<file path="src/rtl/count_event_pkg.sv">
// Shared types and record layout for the counter event logger.
package count_event_pkg;

    localparam int unsigned Q_W       = 3;
    localparam int unsigned EV_TYPE_W = 2;

    localparam logic [EV_TYPE_W-1:0] EV_WRAP = 2'b01;
    localparam logic [EV_TYPE_W-1:0] EV_JUMP = 2'b10;

    // Record layout, LSB first: {type, wraps, q}
    localparam int unsigned REC_Q_LSB     = 0;
    localparam int unsigned REC_WRAPS_LSB = Q_W;

    // Type field sits above the wrap counter, whose width is a block parameter
    function automatic int unsigned rec_type_lsb(input int unsigned wrap_w);
        return Q_W + wrap_w;
    endfunction

    typedef enum logic {
        INIT,
        TRACK
    } state_e;

endpackage

</file>
<file path="src/rtl/count_event_logger_if.sv">
// Valid/ready event record channel between the logger and its consumer.
interface count_event_logger_if #(
    parameter int unsigned DATA_W = 13
) ();

    logic              valid;
    logic              ready;
    logic [DATA_W-1:0] data;

    modport master (output valid, output data, input ready);
    modport slave  (input valid, input data, output ready);

endinterface

</file>
<file path="src/rtl/ev_fifo.sv">
// Synchronous show-ahead FIFO with flush and occupancy output.
module ev_fifo #(
    parameter int unsigned WIDTH = 13,
    parameter int unsigned DEPTH = 4
) (
    input  logic                     clk,
    input  logic                     rst_n,
    input  logic                     flush_i,
    input  logic                     push_i,
    input  logic [WIDTH-1:0]         data_i,
    input  logic                     pop_i,
    output logic [WIDTH-1:0]         data_o,
    output logic                     valid_o,
    output logic                     full_c,
    output logic [$clog2(DEPTH):0]   level_o
);

    localparam int unsigned AW = $clog2(DEPTH);
    localparam int unsigned LW = AW + 1;

    logic [WIDTH-1:0] mem_q [DEPTH];
    logic [AW-1:0]    wr_ptr_q;
    logic [AW-1:0]    rd_ptr_q;
    logic [LW-1:0]    level_q;
    logic [LW-1:0]    level_d;
    logic             valid_q;
    logic             do_push;
    logic             do_pop;

    // A full FIFO still accepts a push when the head leaves in the same cycle
    always_comb begin
        full_c  = (level_q == LW'(DEPTH));
        do_pop  = pop_i && valid_q && !flush_i;
        do_push = push_i && !flush_i && (!full_c || do_pop);
        level_d = level_q;
        if (do_push && !do_pop) begin
            level_d = level_q + LW'(1);
        end else if (!do_push && do_pop) begin
            level_d = level_q - LW'(1);
        end
    end

    // Storage, pointers and occupancy; flush empties without touching storage
    always_ff @(posedge clk or negedge rst_n) begin
        if (!rst_n) begin
            for (int i = 0; i < int'(DEPTH); i++) begin
                mem_q[i] <= '0;
            end
            wr_ptr_q <= '0;
            rd_ptr_q <= '0;
            level_q  <= '0;
            valid_q  <= 1'b0;
        end else if (flush_i) begin
            wr_ptr_q <= '0;
            rd_ptr_q <= '0;
            level_q  <= '0;
            valid_q  <= 1'b0;
        end else begin
            if (do_push) begin
                mem_q[wr_ptr_q] <= data_i;
                wr_ptr_q        <= wr_ptr_q + AW'(1);
            end
            if (do_pop) begin
                rd_ptr_q <= rd_ptr_q + AW'(1);
            end
            level_q <= level_d;
            valid_q <= (level_d != '0);
        end
    end

    assign data_o  = mem_q[rd_ptr_q];
    assign valid_o = valid_q;
    assign level_o = level_q;

endmodule

</file>
<file path="src/rtl/count_event_logger.sv">
// Classifies strobed counter samples and queues WRAP/JUMP records.
module count_event_logger
    import count_event_pkg::*;
#(
    parameter int unsigned WRAP_W = 8,
    parameter int unsigned DEPTH  = 4
) (
    input  logic                   clk,
    input  logic                   rst,
    input  logic [Q_W-1:0]         q_in,
    input  logic                   q_en,
    input  logic                   clr,
    count_event_logger_if.master   ev,
    output logic                   ovf,
    output logic [$clog2(DEPTH):0] level
);

    localparam int unsigned REC_W    = EV_TYPE_W + WRAP_W + Q_W;
    localparam int unsigned TYPE_LSB = rec_type_lsb(WRAP_W);
    localparam logic [Q_W-1:0] Q_MAX = '1;

    state_e            state_q;
    state_e            state_d;
    logic [Q_W-1:0]    prev_q;
    logic [Q_W-1:0]    prev_d;
    logic [WRAP_W-1:0] wraps_q;
    logic [WRAP_W-1:0] wraps_d;
    logic              push_c;
    logic [REC_W-1:0]  rec_c;
    logic              pop_c;
    logic              full_c;
    logic              ovf_q;
    logic              is_hold_c;
    logic              is_step_c;
    logic              is_wrap_c;

    assign pop_c = ev.valid && ev.ready;

    // Sample classification against the previous value, mod-8
    always_comb begin
        is_hold_c = (q_in == prev_q);
        is_step_c = (prev_q != Q_MAX) && (q_in == Q_W'(prev_q + Q_W'(1)));
        is_wrap_c = (prev_q == Q_MAX) && (q_in == '0);
    end

    // Next-state, wrap counter and record build; clr overrides any sample
    always_comb begin
        state_d = state_q;
        prev_d  = prev_q;
        wraps_d = wraps_q;
        push_c  = 1'b0;
        rec_c   = '0;
        if (clr) begin
            state_d = INIT;
            wraps_d = '0;
        end else if (q_en) begin
            prev_d = q_in;
            case (state_q)
                INIT: begin
                    state_d = TRACK;
                end
                TRACK: begin
                    if (is_wrap_c) begin
                        wraps_d = WRAP_W'(wraps_q + WRAP_W'(1));
                        push_c  = 1'b1;
                        rec_c[TYPE_LSB +: EV_TYPE_W] = EV_WRAP;
                    end else if (!is_hold_c && !is_step_c) begin
                        push_c  = 1'b1;
                        rec_c[TYPE_LSB +: EV_TYPE_W] = EV_JUMP;
                    end
                    rec_c[REC_WRAPS_LSB +: WRAP_W] = wraps_d;
                    rec_c[REC_Q_LSB +: Q_W]        = q_in;
                end
            endcase
        end
    end

    // FSM state, reference value and wrap counter
    always_ff @(posedge clk or negedge rst) begin
        if (!rst) begin
            state_q <= INIT;
            prev_q  <= '0;
            wraps_q <= '0;
        end else begin
            state_q <= state_d;
            prev_q  <= prev_d;
            wraps_q <= wraps_d;
        end
    end

    // Sticky overflow: a push refused by a full FIFO with no same-cycle pop
    always_ff @(posedge clk or negedge rst) begin
        if (!rst) begin
            ovf_q <= 1'b0;
        end else if (clr) begin
            ovf_q <= 1'b0;
        end else if (push_c && full_c && !pop_c) begin
            ovf_q <= 1'b1;
        end
    end

    assign ovf = ovf_q;

    ev_fifo #(
        .WIDTH (REC_W),
        .DEPTH (DEPTH)
    ) u_fifo (
        .clk     (clk),
        .rst_n   (rst),
        .flush_i (clr),
        .push_i  (push_c),
        .data_i  (rec_c),
        .pop_i   (ev.ready),
        .data_o  (ev.data),
        .valid_o (ev.valid),
        .full_c  (full_c),
        .level_o (level)
    );

endmodule

</file>
<file path="src/flat_wrapper.sv">
// flat-port wrapper written by rule: the top's interface ports become plain ports
module count_event_logger_flat import count_event_pkg::*;
#(
    parameter int unsigned WRAP_W = 8,
    parameter int unsigned DEPTH  = 4
)
  (clk, rst, q_in, q_en, clr, ovf, level, ev_valid, ev_data, ev_ready);
  count_event_logger_if #(.DATA_W(13)) ev_i ();
  input  logic clk;
  input  logic rst;
  input  logic [Q_W-1:0] q_in;
  input  logic q_en;
  input  logic clr;
  output logic ovf;
  output logic [$clog2(DEPTH):0] level;
  output wire logic [$bits(ev_i.valid)-1:0] ev_valid;
  output wire logic [$bits(ev_i.data)-1:0] ev_data;
  input wire logic [$bits(ev_i.ready)-1:0] ev_ready;
  assign ev_valid = ev_i.valid;
  assign ev_data = ev_i.data;
  assign ev_i.ready = ev_ready;
  count_event_logger #(.WRAP_W(WRAP_W), .DEPTH(DEPTH)) u_core (.clk(clk), .rst(rst), .q_in(q_in), .q_en(q_en), .clr(clr), .ev(ev_i), .ovf(ovf), .level(level));
endmodule
</file>
<file path="config.mk">
export PLATFORM = sky130hd
export DESIGN_NAME = count_event_logger_flat
export DESIGN_NICKNAME = d
export VERILOG_FILES = /design/src/rtl/count_event_pkg.sv /design/src/rtl/count_event_logger_if.sv /design/src/rtl/ev_fifo.sv /design/src/rtl/count_event_logger.sv /design/src/flat_wrapper.sv
export SDC_FILE = /design/constraint.sdc
export NUM_CORES = 1
export LEC_CHECK = 0
export BUFFER_PORTS_ARGS = -buffer_cell sky130_fd_sc_hd__buf_2
export CAP_MARGIN = 20
export CORE_ASPECT_RATIO = 0.6
export CORE_UTILIZATION = 30
export CTS_CLUSTER_SIZE = 25
export DETAILED_ROUTE_END_ITERATION = 8
export SLEW_MARGIN = 40
export SYNTH_ARGS = -nofsm -noshare
export SYNTH_HDL_FRONTEND = slang
export SYNTH_SLANG_ARGS = --single-unit
</file>
<file path="constraint.sdc">
create_clock -name clk -period 3.5 [get_ports clk]
set_clock_uncertainty 0.15 [all_clocks]
set_input_delay 0.7 -clock clk [delete_from_list [all_inputs] [get_ports clk]]
set_output_delay 0.7 -clock clk [all_outputs]
set_load 0.005 [all_outputs]
</file>
## After elaboration in Yosys (flattened, before gate mapping)

Cells that the tools add are included.

| storage, ports and cells | value |
|---|---|
| bits in writable memories | 0 |
| bits of input ports | 8 |
| memories kept | 0 |
| word-level logic and storage cells | 91 |
| latch bits | 0 |
| ROM bits | 0 |
| flip-flop bits (word level) | 73 |
| output and inout port bits | 18 |

| cells by class | value |
|---|---|
| multipliers | 0 |
| bitwise operators | 3 |
| shift operators | 0 |
| muxes and demuxes | 32 |
| reduce and logical (&&, ||, !) cells | 30 |
| add/sub/neg operators | 6 |
| div/mod/pow operators | 0 |
| equality and inequality tests | 5 |
| magnitude comparators | 3 |

Operator list:

| operator | number |
|---|---|
| $mux W13 | 6 |
| $bwmux W52 | 1 |
| $mux W8 | 4 |
| $bmux W13 S2 | 1 |
| $demux W13 S2 | 1 |
| $logic_and A1 B1 Y1 | 12 |
| $mux W2 | 6 |
| $mux W1 | 10 |
| $reduce_bool A2 Y1 | 5 |
| $mux W3 | 3 |
| $add A8 B1 Y8 const B | 1 |
| $logic_not A1 Y1 | 7 |
| $add A3 B1 Y3 const B | 2 |
| $eq A3 B3 Y1 | 2 |
| $eq A3 B3 Y1 const B | 2 |
| $ge A3 B3 Y1 const B | 2 |
| $not A2 Y3 | 2 |
| $reduce_and A2 Y1 | 3 |
| $add A2 B1 Y2 const B | 2 |
| $logic_not A3 Y1 | 1 |
| $lt A3 B1 Y1 const B | 1 |
| $ne A3 B3 Y1 const B | 1 |
| $reduce_bool A3 Y1 | 1 |
| $sub A3 B1 Y3 const B | 1 |
| other kinds (2) | 2 |

## Longest topological paths before layout

| depth | value |
|---|---|
| depth after elaboration | 18 |
| depth in mapped cells | 10 |
| mapped depth without buffers | 7 |

## By module

From an unflattened synthesis, not the netlist that was laid out.

| second synthesis, totals | value |
|---|---|
| cell total of the unflattened synthesis | 285 |
| area, all modules | 3824.9 um2 |

By module, submodules not included:

| module | times used | cells each | sequential area each (um2) | area each (um2) |
|---|---|---|---|---|
| ev_fifo | 1 | 179 | 1501.4 | 2946.6 |
| count_event_logger | 1 | 106 | 325.3 | 878.3 |

## Least setup slack after synthesis

OpenSTA, ideal clock, no wires.

| path | value |
|---|---|
| path kind | input to register |
| from | input q_in[2] |
| to | register u_core.u_fifo.mem_q[30] (netlist bit) |
| setup time | 0.125 ns |
| data required time | 3.225 ns |
| stages on the path | 8 |
| setup slack | 0.477 ns |
| data arrival time | 2.747 ns |
| path buffers | 4 |
| cells stage by stage | buf_2 -> or4b_4 -> buf_6 -> a41o_4 -> or4b_1 -> buf_6 -> buf_12 -> mux2_4 |

| between the ends | value |
|---|---|
| longest elaborated chain between the ends | 12 |
| elaborated cells on any way between the ends | 21 |
| classes of those cells | 2 x eq/ne; 10 x mux; 9 x reduce/logical |

RTL lines:

| item | RTL line | text |
|---|---|---|
| start, declared | flat_wrapper.sv:11 | `input logic [Q_W-1:0] q_in;` |
| $eq A3 B3 Y1 | count_event_logger.sv:42 | `is_step_c = (prev_q != Q_MAX) && (q_in == Q_W'(prev_q + Q_W'(1)));` |
| $logic_and A1 B1 Y1 | count_event_logger.sv:42 |  |
| $logic_not A1 Y1 | count_event_logger.sv:67 | `end else if (!is_hold_c && !is_step_c) begin` |
| $logic_and A1 B1 Y1 | count_event_logger.sv:67 |  |
| $mux W1 | count_event_logger.sv:67 |  |
| $mux W1 | count_event_logger.sv:63 | `if (is_wrap_c) begin` |
| $mux W1 | count_event_logger.sv:58 | `case (state_q)` |
| $mux W1 | count_event_logger.sv:56 | `end else if (q_en) begin` |
| $mux W1 | count_event_logger.sv:53 | `if (clr) begin` |
| $logic_and A1 B1 Y1 (2 in a row) | ev_fifo.sv:34 | `do_push = push_i && !flush_i && (!full_c \|\| do_pop);` |
| $reduce_and A2 Y1 (no line) | - |  |
| end signal, assigned by index | ev_fifo.sv:60 | `mem_q[wr_ptr_q] <= data_i;` |
| end, declared | ev_fifo.sv:21 | `logic [WIDTH-1:0] mem_q [DEPTH];` |

Parallel ways exist; a longest one is shown, timed or not.
A chain may end at the register's enable or synchronous reset.

## Final worst setup path

| path | value |
|---|---|
| from | register u_core.prev_q[1] |
| to | register u_core.u_fifo.mem_q[31] (netlist bit) |

| between the ends | value |
|---|---|
| longest elaborated chain between the ends | 13 |
| elaborated cells on any way between the ends | 23 |
| classes of those cells | 1 x add/sub; 4 x eq/ne; 10 x mux; 8 x reduce/logical |

RTL lines:

| item | RTL line | text |
|---|---|---|
| start, declared | count_event_logger.sv:24 | `logic [Q_W-1:0] prev_q;` |
| start signal, assigned | count_event_logger.sv:86 | `prev_q <= prev_d;` |
| $add A3 B1 Y3 | count_event_logger.sv:42 |  |
| $eq A3 B3 Y1 | count_event_logger.sv:42 |  |
| $logic_and A1 B1 Y1 | count_event_logger.sv:42 |  |
| $logic_not A1 Y1 | count_event_logger.sv:67 |  |
| $logic_and A1 B1 Y1 | count_event_logger.sv:67 |  |
| $mux W1 | count_event_logger.sv:67 |  |
| $mux W1 | count_event_logger.sv:63 |  |
| $mux W1 | count_event_logger.sv:58 |  |
| $mux W1 | count_event_logger.sv:56 |  |
| $mux W1 | count_event_logger.sv:53 |  |
| $logic_and A1 B1 Y1 (2 in a row) | ev_fifo.sv:34 |  |
| $reduce_and A2 Y1 (no line) | - |  |

Parallel ways exist; a longest one is shown, timed or not.

==> summary.md <==
| Metric | Value |
|---|---|
| Status | `finished, final reports clean` |
| Share of layout cells above drive strength 1 | `39.5%` |
| Clock Path Buffers | `2` |
| # IOs | `26` |
| Period minus WS final | `2.85 ns` |
| Post-synthesis average cell area | `13.4 µm²` |
| Crit path DAT | `2.92 ns` |
| Share of the synthesized area in the top cell type | `49.7%` |
| Largest net degree at the start of global routing | `45` |
| Final RePlAce weighted congestion | `0.817` |
| Wire per inst | `16.8 µm` |
| RSZ-0062 raised after global routing | `false` |
| HP Class | `in -> async` |
| Tot GR Track Use | `14.1%` |
| Count leader, synth | `dfrtp_1` |
| # diodes | `0` |
| Final ANT Viol Nets | `0` |
| Crit. End Element | `flop` |
| Clk sinks | `73` |
| Count of cell types in the netlist | `48` |
| Crit-path max FO | `14` |
| Area leader, netlist | `dfrtp_1` |
| Top post-synthesis cells by count | `dfrtp_1, mux2_2, nand2_1` |
| Async SR Flop Fraction | `100%` |
| Crit path from | `u_core.prev_q[1]` |
| Clock transition at path regs | `0.06 ns` |
| Synthesized instance count | `274` |
| Fin. Hold Viols | `0` |
| FMAX | `351 MHz` |
| Relative slew slack | `46.1%` |
| Placed Instances | `455` |
| Nets | `324` |
| Mapped Area | `0.00368 mm²` |
| Placed Area | `0.00399 mm²` |
| Global route overflow | `0` |
| Hpwl dp | `5680 µm` |
| Static Leak | `2.09 nW` |
| Final count of negative-setup-slack endpoints | `0` |
| Fin crit share | `81.5%` |
| Die area | `0.0127 mm²` |
| Pre-CTS setup slack | `0.450 ns` |
| Mapped Nets | `292` |
| Via density | `4.85` |
| Warnings from Yosys | `0` |
| Total CTS buffers | `9` |
| Final std cells w/o fill | `471` |
| Initial antenna violation count | `0` |
| Worst setup margin | `0.649 ns` |
| Core Area | `0.0116 mm²` |
| CTS HTree Levels | `3` |
| Worst EP required | `3.57 ns` |
| Routed via count | `2,283` |
| Die X-Extent | `145 µm` |
| Final core occ | `37.0%` |
| CP startpoint kind | `flop` |
| Post-CTS Hold Buffers | `0` |
| DRC errors left | `0` |
| Area grow syn2layout | `16.6%` |
| TritonCTS clock tree | `done` |
| Top FF cell, synth | `dfrtp_1` |
| Worst R2R Start | `u_core.prev_q[1]` |
| Fin Setup TNS | `0 ns` |
| Vias in the first global route | `2,377` |
| Clock Tree Root | `clkbuf_16` |
| Final Cell Area | `0.00429 mm²` |
| Area of the multi-input gates | `0.00173 mm²` |
| Initial DRC Count | `112` |
| Initial core utilization | `31.7%` |
| Port Buffers | `25` |
| #FFs+latches synth | `73` |
| Slew at the pin closest to its max-slew limit | `0.808 ns` |
| Global-route wire length before repair | `13,400 µm` |
| Final Slew Violations | `0` |
| PostCTS Resize Cnt | `0` |
| Final WL | `7900 µm` |
| FILL cells | `1,113` |
| Setup bufs post-CTS | `0` |
| Crit Path Class | `reg -> reg` |
| Peak VDD IR | `201 µV` |
| FP Rows | `30` |
| Post-synth EDFFs | `0` |
| Register area | `0.00183 mm²` |
| Power Density | `493 mW/mm²` |
| Top cells by area, synth | `dfrtp_1, mux2_2, mux4_2, ha_1, mux2_4` |
| Sequential share of the synthesized area | `49.7%` |
| Die Y | `87.8 µm` |
| Clock Latency Late Sink | `0.33 ns` |
| TritonRoute pass-1 iters | `4` |
| Max-cap viol count | `0` |
[cell type report]
| cell class | instances | area share (%) |
|---|---|---|
| Clock buffer | 13 | 6.30 |
| Clock inverter | 3 | 0.554 |
| Inverter | 8 | 0.700 |
| Multi-Input combinational cell | 180 | 40.3 |
| Sequential cell | 73 | 42.6 |
| Tap cell | 160 | 4.67 |
| Timing Repair Buffer | 34 | 4.84 |
[final timing paths]
kind,end,slack [ns],cells past startpoint
setup reg to reg,u_core.u_fifo.mem_q[31],0.65,7
max in group asynchronous,u_core.u_fifo.mem_q[6],2.49,2
hold reg to reg,u_core.u_fifo.mem_q[38],0.34,1
hold / removal,u_core.prev_q[1],0.15,1
min in group clk,u_core.u_fifo.mem_q[38],0.34,1
setup / recovery,u_core.u_fifo.mem_q[31],0.65,7
[registers in the layout (all words and copies together), names as in the netlist]
| register | count |
|---|---|
| u_core.u_fifo.wr_ptr_q | 2 |
| u_core.ovf | 1 |
| u_core.prev_q | 3 |
| u_core.wraps_q | 8 |
| u_core.u_fifo.mem_q | 52 |
| u_core.state_q | 1 |
| u_core.u_fifo.level_o | 3 |
| u_core.u_fifo.valid_o | 1 |
| u_core.u_fifo.rd_ptr_q | 2 |
[worst max-delay path, cell delays in order, from the launching register on]
cell and delay [ns]:
dfrtp_1 0.39, ha_1 0.17, ha_1 0.18, or4b_4 0.53, a41o_4 0.26, or4b_1 0.51
buf_4 0.23, mux2_4 0.31
[stage by stage]
stage	hold slack (ns)	power (mW)
after detailed placement	0.325	1.24
after global routing	0.180	2.22
after CTS	0.305	2.14
after global placement	0.330	1.23
after floorplan	0.254	1.13
final	0.148	2.11
[per-layer routing]
layer	vias to the layer above	part of all wire [%]	routed length, µm	GRT usage (%)
li1	1061	-	-	-
met1	1179	56	4440	21.7
met2	37	39	3090	18.5
met3	6	4.0	319	4.38
met4	0	0.60	47	3.77
met5	-	0	0	0
[cells by family (layout without fill, tap and decap cells)]
group | Yosys count | in the layout | synth area share, %
AO/OA/AOI/OAI | 27 | 27 | 5.48
XOR/XNOR | 13 | 13 | 3.10
adder cells (fa/ha/maj) | 10 | 10 | 3.40
AND/OR/NAND/NOR | 62 | 62 | 9.59
buffers and inverters | 21 | 58 | 3.33
multiplexers | 68 | 68 | 25.4
flip-flops | 73 | 73 | 49.7
[report_power, final]
part,switching [mW],total [mW],internal (mW)
Combinational,0.152,0.291,0.139
Sequential,0.0506,0.930,0.879
Clock,0.353,0.893,0.539
Total,0.556,2.11,1.56
[cell usage in the layout (no fill, tap or decap), types with 4 or more instances in the layout]
cell       Yosys  final
inv_1          8      8
mux4_2        13     13
mux2_4         7      7
xor2_1         6      6
xnor2_1        7      7
clkbuf_16      0      9
a21oi_1        5      5
nor2_1        14     14
nand2_1       16     16
and2_1         4      4
buf_4          0      9
a21o_1         8      8
buf_2          4     24
ha_1          10     10
mux2_2        46     46
dfrtp_1       73     73
nand3_1        4      4
No activity file was read; power rests on OpenSTA's default activity.
